==> config.mk <==
export PLATFORM = sky130hd
export DESIGN_NAME = quad_paddle_decoder
export DESIGN_NICKNAME = d
export VERILOG_FILES = /design/src/rtl/quad_pkg.sv /design/src/rtl/sync_debounce.sv /design/src/rtl/quad_paddle_decoder.sv
export SDC_FILE = /design/constraint.sdc
export NUM_CORES = 1
export LEC_CHECK = 0
export ABC_AREA = 1
export BUFFER_PORTS_ARGS = -buffer_cell sky130_fd_sc_hd__clkbuf_2
export CAP_MARGIN = 20
export CORE_ASPECT_RATIO = 1.25
export CORE_UTILIZATION = 29
export DETAILED_ROUTE_END_ITERATION = 12
export PLACE_DENSITY = 0.47
export SYNTH_ARGS = -nofsm -noshare
export SYNTH_HDL_FRONTEND = slang
export SYNTH_HIERARCHICAL = 1
export SYNTH_SLANG_ARGS = --single-unit
==> constraint.sdc <==
create_clock -name Clock -period 3.01 [get_ports Clock]
set_clock_uncertainty 0.05 [all_clocks]
set_input_delay 0.4515 -clock Clock [delete_from_list [all_inputs] [get_ports Clock]]
set_output_delay 0.4515 -clock Clock [all_outputs]
set_load 0.1 [all_outputs]
==> src/rtl/quad_pkg.sv <==
// Shared quadrature-decoding constants and the transition classifier.
package quad_pkg;

    // Debounced {A, B} levels, listed in clockwise Gray order.
    localparam logic [1:0] QS_00 = 2'b00;
    localparam logic [1:0] QS_01 = 2'b01;
    localparam logic [1:0] QS_11 = 2'b11;
    localparam logic [1:0] QS_10 = 2'b10;

    // Next state in the clockwise sequence 00 -> 01 -> 11 -> 10 -> 00.
    function automatic logic [1:0] quad_cw_next(input logic [1:0] ab);
        logic [1:0] nxt;
        unique case (ab)
            QS_00:   nxt = QS_01;
            QS_01:   nxt = QS_11;
            QS_11:   nxt = QS_10;
            default: nxt = QS_00;
        endcase
        return nxt;
    endfunction

    // Classifies prev -> cur as {valid, up, illegal}.
    // valid: exactly one bit changed; up: that change follows clockwise order;
    // illegal: both bits changed at once.
    function automatic logic [2:0] quad_dir(input logic [1:0] prev, input logic [1:0] cur);
        logic [1:0] diff;
        logic       valid;
        logic       up;
        logic       illegal;
        diff    = prev ^ cur;
        valid   = diff[1] ^ diff[0];
        illegal = diff[1] & diff[0];
        up      = valid && (cur == quad_cw_next(prev));
        return {valid, up, illegal};
    endfunction

endpackage

==> src/rtl/sync_debounce.sv <==
// Two-flop synchroniser followed by a stable-level debouncer for one encoder channel.
module sync_debounce #(
    parameter int unsigned DEBOUNCE_CYCLES = 50000
) (
    input  logic Clock,
    input  logic InReset,
    input  logic In,
    output logic Out
);

    localparam int unsigned CntW = $clog2(DEBOUNCE_CYCLES + 1);

    logic            sync1;
    logic            sync2;
    logic [CntW-1:0] stableCnt;
    logic [CntW-1:0] stableCntNext;
    logic            outNext;

    // Synchronise the asynchronous input into the Clock domain.
    always_ff @(posedge Clock or posedge InReset) begin
        if (InReset) begin
            sync1 <= 1'b0;
            sync2 <= 1'b0;
        end else begin
            sync1 <= In;
            sync2 <= sync1;
        end
    end

    // Accept a new level only after it has differed for DEBOUNCE_CYCLES straight clocks.
    always_comb begin
        stableCntNext = '0;
        outNext       = Out;
        if (sync2 != Out) begin
            if (stableCnt == CntW'(DEBOUNCE_CYCLES - 1)) begin
                outNext = sync2;
            end else begin
                stableCntNext = stableCnt + 1'b1;
            end
        end
    end

    // Debounce counter and accepted level.
    always_ff @(posedge Clock or posedge InReset) begin
        if (InReset) begin
            stableCnt <= '0;
            Out       <= 1'b0;
        end else begin
            stableCnt <= stableCntNext;
            Out       <= outNext;
        end
    end

endmodule

==> src/rtl/quad_paddle_decoder.sv <==
// Quadrature paddle decoder: conditions one encoder pair, decodes direction and keeps a
// saturating paddle position. Define QUAD_X4_EN to count every legal transition (x4);
// by default only arrivals at AB = 00 are counted (x1).
module quad_paddle_decoder
    import quad_pkg::*;
#(
    parameter int unsigned POS_WIDTH       = 4,
    parameter int unsigned POS_MAX         = 15,
    parameter int unsigned POS_INIT        = 7,
    parameter int unsigned DEBOUNCE_CYCLES = 50000
) (
    input  logic                 Clock,
    input  logic                 InReset,
    input  logic                 EncA,
    input  logic                 EncB,
    input  logic                 Recenter,
    output logic [POS_WIDTH-1:0] Position,
    output logic                 Step,
    output logic                 Dir,
    output logic                 Error
);

    // Debounced levels become trustworthy DEBOUNCE_CYCLES+2 clocks after reset.
    localparam int unsigned PrimeW = $clog2(DEBOUNCE_CYCLES + 3);

    logic                 encADeb;
    logic                 encBDeb;
    logic [1:0]           curAB;
    logic [1:0]           prevAB;
    logic                 primed;
    logic [PrimeW-1:0]    primeCnt;
    logic [2:0]           decodeBits;
    logic                 stepValid;
    logic                 errValid;
    logic [POS_WIDTH-1:0] posNext;

    sync_debounce #(
        .DEBOUNCE_CYCLES(DEBOUNCE_CYCLES)
    ) uDebA (
        .Clock  (Clock),
        .InReset(InReset),
        .In     (EncA),
        .Out    (encADeb)
    );

    sync_debounce #(
        .DEBOUNCE_CYCLES(DEBOUNCE_CYCLES)
    ) uDebB (
        .Clock  (Clock),
        .InReset(InReset),
        .In     (EncB),
        .Out    (encBDeb)
    );

    assign curAB = {encADeb, encBDeb};

    // Classify the transition and decide whether it is a counted step or an error.
    always_comb begin
        decodeBits = quad_dir(prevAB, curAB);
        stepValid  = 1'b0;
        errValid   = 1'b0;
        if (primed) begin
            errValid = decodeBits[0];
`ifdef QUAD_X4_EN
            stepValid = decodeBits[2];
`else
            stepValid = decodeBits[2] && (curAB == QS_00);
`endif
        end
    end

    // Next position: Recenter overrides any step; steps saturate at 0 and POS_MAX.
    always_comb begin
        posNext = Position;
        if (Recenter) begin
            posNext = POS_WIDTH'(POS_INIT);
        end else if (stepValid) begin
            if (decodeBits[1]) begin
                if (Position != POS_WIDTH'(POS_MAX)) posNext = Position + 1'b1;
            end else begin
                if (Position != '0) posNext = Position - 1'b1;
            end
        end
    end

    // Priming: wait out the conditioning latency, then latch the first settled AB.
    always_ff @(posedge Clock or posedge InReset) begin
        if (InReset) begin
            primeCnt <= '0;
            primed   <= 1'b0;
            prevAB   <= QS_00;
        end else if (primed) begin
            prevAB <= curAB;
        end else if (primeCnt == PrimeW'(DEBOUNCE_CYCLES + 2)) begin
            primed <= 1'b1;
            prevAB <= curAB;
        end else begin
            primeCnt <= primeCnt + 1'b1;
        end
    end

    // Registered outputs: event pulses, last direction and paddle position.
    always_ff @(posedge Clock or posedge InReset) begin
        if (InReset) begin
            Position <= POS_WIDTH'(POS_INIT);
            Step     <= 1'b0;
            Dir      <= 1'b0;
            Error    <= 1'b0;
        end else begin
            Position <= posNext;
            Step     <= stepValid;
            Error    <= errValid;
            if (stepValid) Dir <= decodeBits[1];
        end
    end

endmodule
==> flow_summary.json <==
{
  "regArea_um2": 1610,
  "hpwl_um": 5410,
  "drive_above_1_share_pct": 12.8,
  "crit_path_frequent_cell": "nand3_1",
  "fillCellCount": 1261,
  "start_util_pct": 29.7,
  "clk_pin_slew_ps": 60,
  "cap_violations": 0,
  "yosysTopAreaCell": "dfrtp_1",
  "crit_slowest_cell": "dfrtp_1",
  "drc": 0,
  "p_per_area_nw_per_um2": 501,
  "synth_top_area_share_pct": 42.5,
  "place_ws_ps": 611,
  "via_per_inst": 4.46,
  "most-common-layout-cells": "105 x nand2_1, 80 x nor2_1, 62 x inv_1",
  "synth_edf_count": 0,
  "clock-sinks": 64,
  "final_common_cell": "nand2_1",
  "syn_area_um2": 3590,
  "ios": 12,
  "yosysWarnings": 6,
  "setup.worst_path.class": "register to register",
  "rows": 45,
  "synthArstFlopShare_pct": 100,
  "grt_overflow_total": 0,
  "synth_cell_type_count": 30,
  "cts_setup_buffers": 0,
  "critical_path_arrival_ps": 2570,
  "wl_um": 7490,
  "grt_pass1_vias": 2865,
  "hold_buffers": 0,
  "rsz0062_at_grt": "false",
  "die_width_um": 102,
  "cts_made_buffers": 9,
  "cp-end-kind": "register",
  "netlist_instances": 458,
  "finalMaxSlewViolations": 0,
  "p_leak_uw": 0.00205,
  "root_buffer": "clkbuf_16",
  "antenna_cells": 0,
  "holdCritPathClass": "input pin to asynchronous set/reset pin",
  "tns_ps": 0,
  "grt_max_degree": 20,
  "crit_family": "simple AND/OR/NAND/NOR gates",
  "cts_tree": "done",
  "max-slew-margin-rel_pct": 50.3,
  "hold-worst-slack_ps": 112,
  "firstDrtPassIters": 4,
  "ctsResizeCount": 0,
  "dieArea_um2": 12800,
  "grt_usage_pct": 13.1,
  "max_clock_freq_mhz": 418,
  "vdd_ir_drop_max_mv": 0.216,
  "drtAntennaViolNets": 0,
  "hold_viol_final": 0,
  "min_period_ps": 2390,
  "max_stage_delay_ps": 460,
  "areaGrowthSynthToFinish_pct": 15.8,
  "multi_input_area_um2": 1720,
  "syn_nets": 471,
  "worst_slack_ps": 618,
  "placed_cell_area_um2": 3840,
  "avgSynthCellArea_um2": 7.85,
  "worstPathCellList": "xor2_1 > ha_1 > nand3_1 > nor2_1 > inv_1 > ha_1 > nand3_1 > nand3_1 > inv_1 > nand2_1 > nand2_1 > nand3_1 > nand2_1",
  "synth_seq_area_share_pct": 44.7,
  "wl_per_cell_um": 11.6,
  "vias": 2893,
  "required_ps": 3190,
  "min_period_over_period_pct": 79.5,
  "status": "finished, final reports clean",
  "die_y_um": 126,
  "ys.flop_type": "dfrtp_1",
  "synth.area.top_cells": "dfrtp_1 42%, nand2_1 11%, nor2_1 8.4%",
  "fin_nets": 492,
  "critPathBufInv": 2,
  "drt-initial-drc-count": 122,
  "fin_util_pct": 34.4,
  "core-area_um2": 12100,
  "io_buffer_count": 11,
  "setup_viol_count_final": 0,
  "clk_latency_ps": 330,
  "place_congestion": 0.767,
  "antenna_found_initial": 0,
  "clk_path_buf_depth": 2,
  "crit_path_max_fanout": 6,
  "final_area_um2": 4160,
  "grt_pass1_wl_um": 13300,
  "htreeDepth": 3,
  "cp-start-kind": "register",
  "worst_pin_slew_ps": 744,
  "synth-seq-cells": 64
}
==> per-stage QoR <==
stage / power [uW] / std cells
6_report: 2080 / 648
5_1_grt: 2170 / 648
4_1_cts: 2120 / 648
3_5_place_dp: 974 / 632
3_3_place_gp: 974 / 632
2_1_floorplan: 953 / 458
==> layout make-up <==
| class | count | area share [%] |
|---|---|---|
| Inverter | 66 | 5.95 |
| Clock inverter | 5 | 1.92 |
| Timing Repair Buffer | 12 | 1.50 |
| Clock buffer | 11 | 5.83 |
| Multi-Input combinational cell | 326 | 41.3 |
| Tap cell | 164 | 4.93 |
| Sequential cell | 64 | 38.6 |
==> registers in the layout, indices dropped and copies added, names as in the netlist <==
name / flops
Position: 4
uDebA/stableCnt: 16
uDebA/Out: 1
uDebB/stableCnt: 16
uDebB/Out: 1
prevAB: 2
uDebA/sync1: 1
primeCnt: 16
primed: 1
uDebA/sync2: 1
Step: 1
Dir: 1
uDebB/sync2: 1
uDebB/sync1: 1
Error: 1
==> layer usage <==
layer,global-route usage (%),wire length [um]
met1,17.0,3580
met2,20.7,3530
met3,2.31,183
met4,6.91,189
met5,0,0
==> logic make-up (layout without fill, tap and decap cells) <==
family	after synthesis	in the layout	share of synthesized area (%)
AOI/OAI and AO/OA	25	25	4.21
xor gates and xnor gates	26	26	6.75
adders and majority gates	8	8	2.99
buffers and inverters	68	94	7.52
DFF	64	64	44.7
and+or+nand+nor	267	267	33.8
==> final timing paths <==
check / startpoint / endpoint / slack (ps) / cells after the start
hold reg to reg: uDebA/sync1 / uDebA/sync2 / 300 / 0
min in group Clock: EncB / uDebB/sync1 / 180 / 1
setup reg to reg: uDebB/Out / Position[3] / 620 / 13
max in group asynchronous: InReset / Position[1] / 2140 / 3
setup / recovery: uDebB/Out / Position[3] / 620 / 13
hold / removal: InReset / primeCnt[15] / 110 / 2
==> power breakdown <==
group | internal, uW | switching [uW] | total (uW)
combinational | 18.9 | 54.7 | 73.6
clock | 746 | 382 | 1130
sequential | 873 | 10.5 | 883
==> cells in the mapped netlist, types with 4 or more instances <==
cell type	instances
nor2_2	5
o21ai_0	7
inv_1	62
xnor2_1	5
nand4_1	15
nand2_2	7
a31oi_1	4
a21oi_1	5
inv_2	4
ha_1	7
nor2_1	80
nand3_1	42
dfrtp_1	61
nand2_1	105
xor2_1	19
No activity file was read; power rests on OpenSTA's default activity.
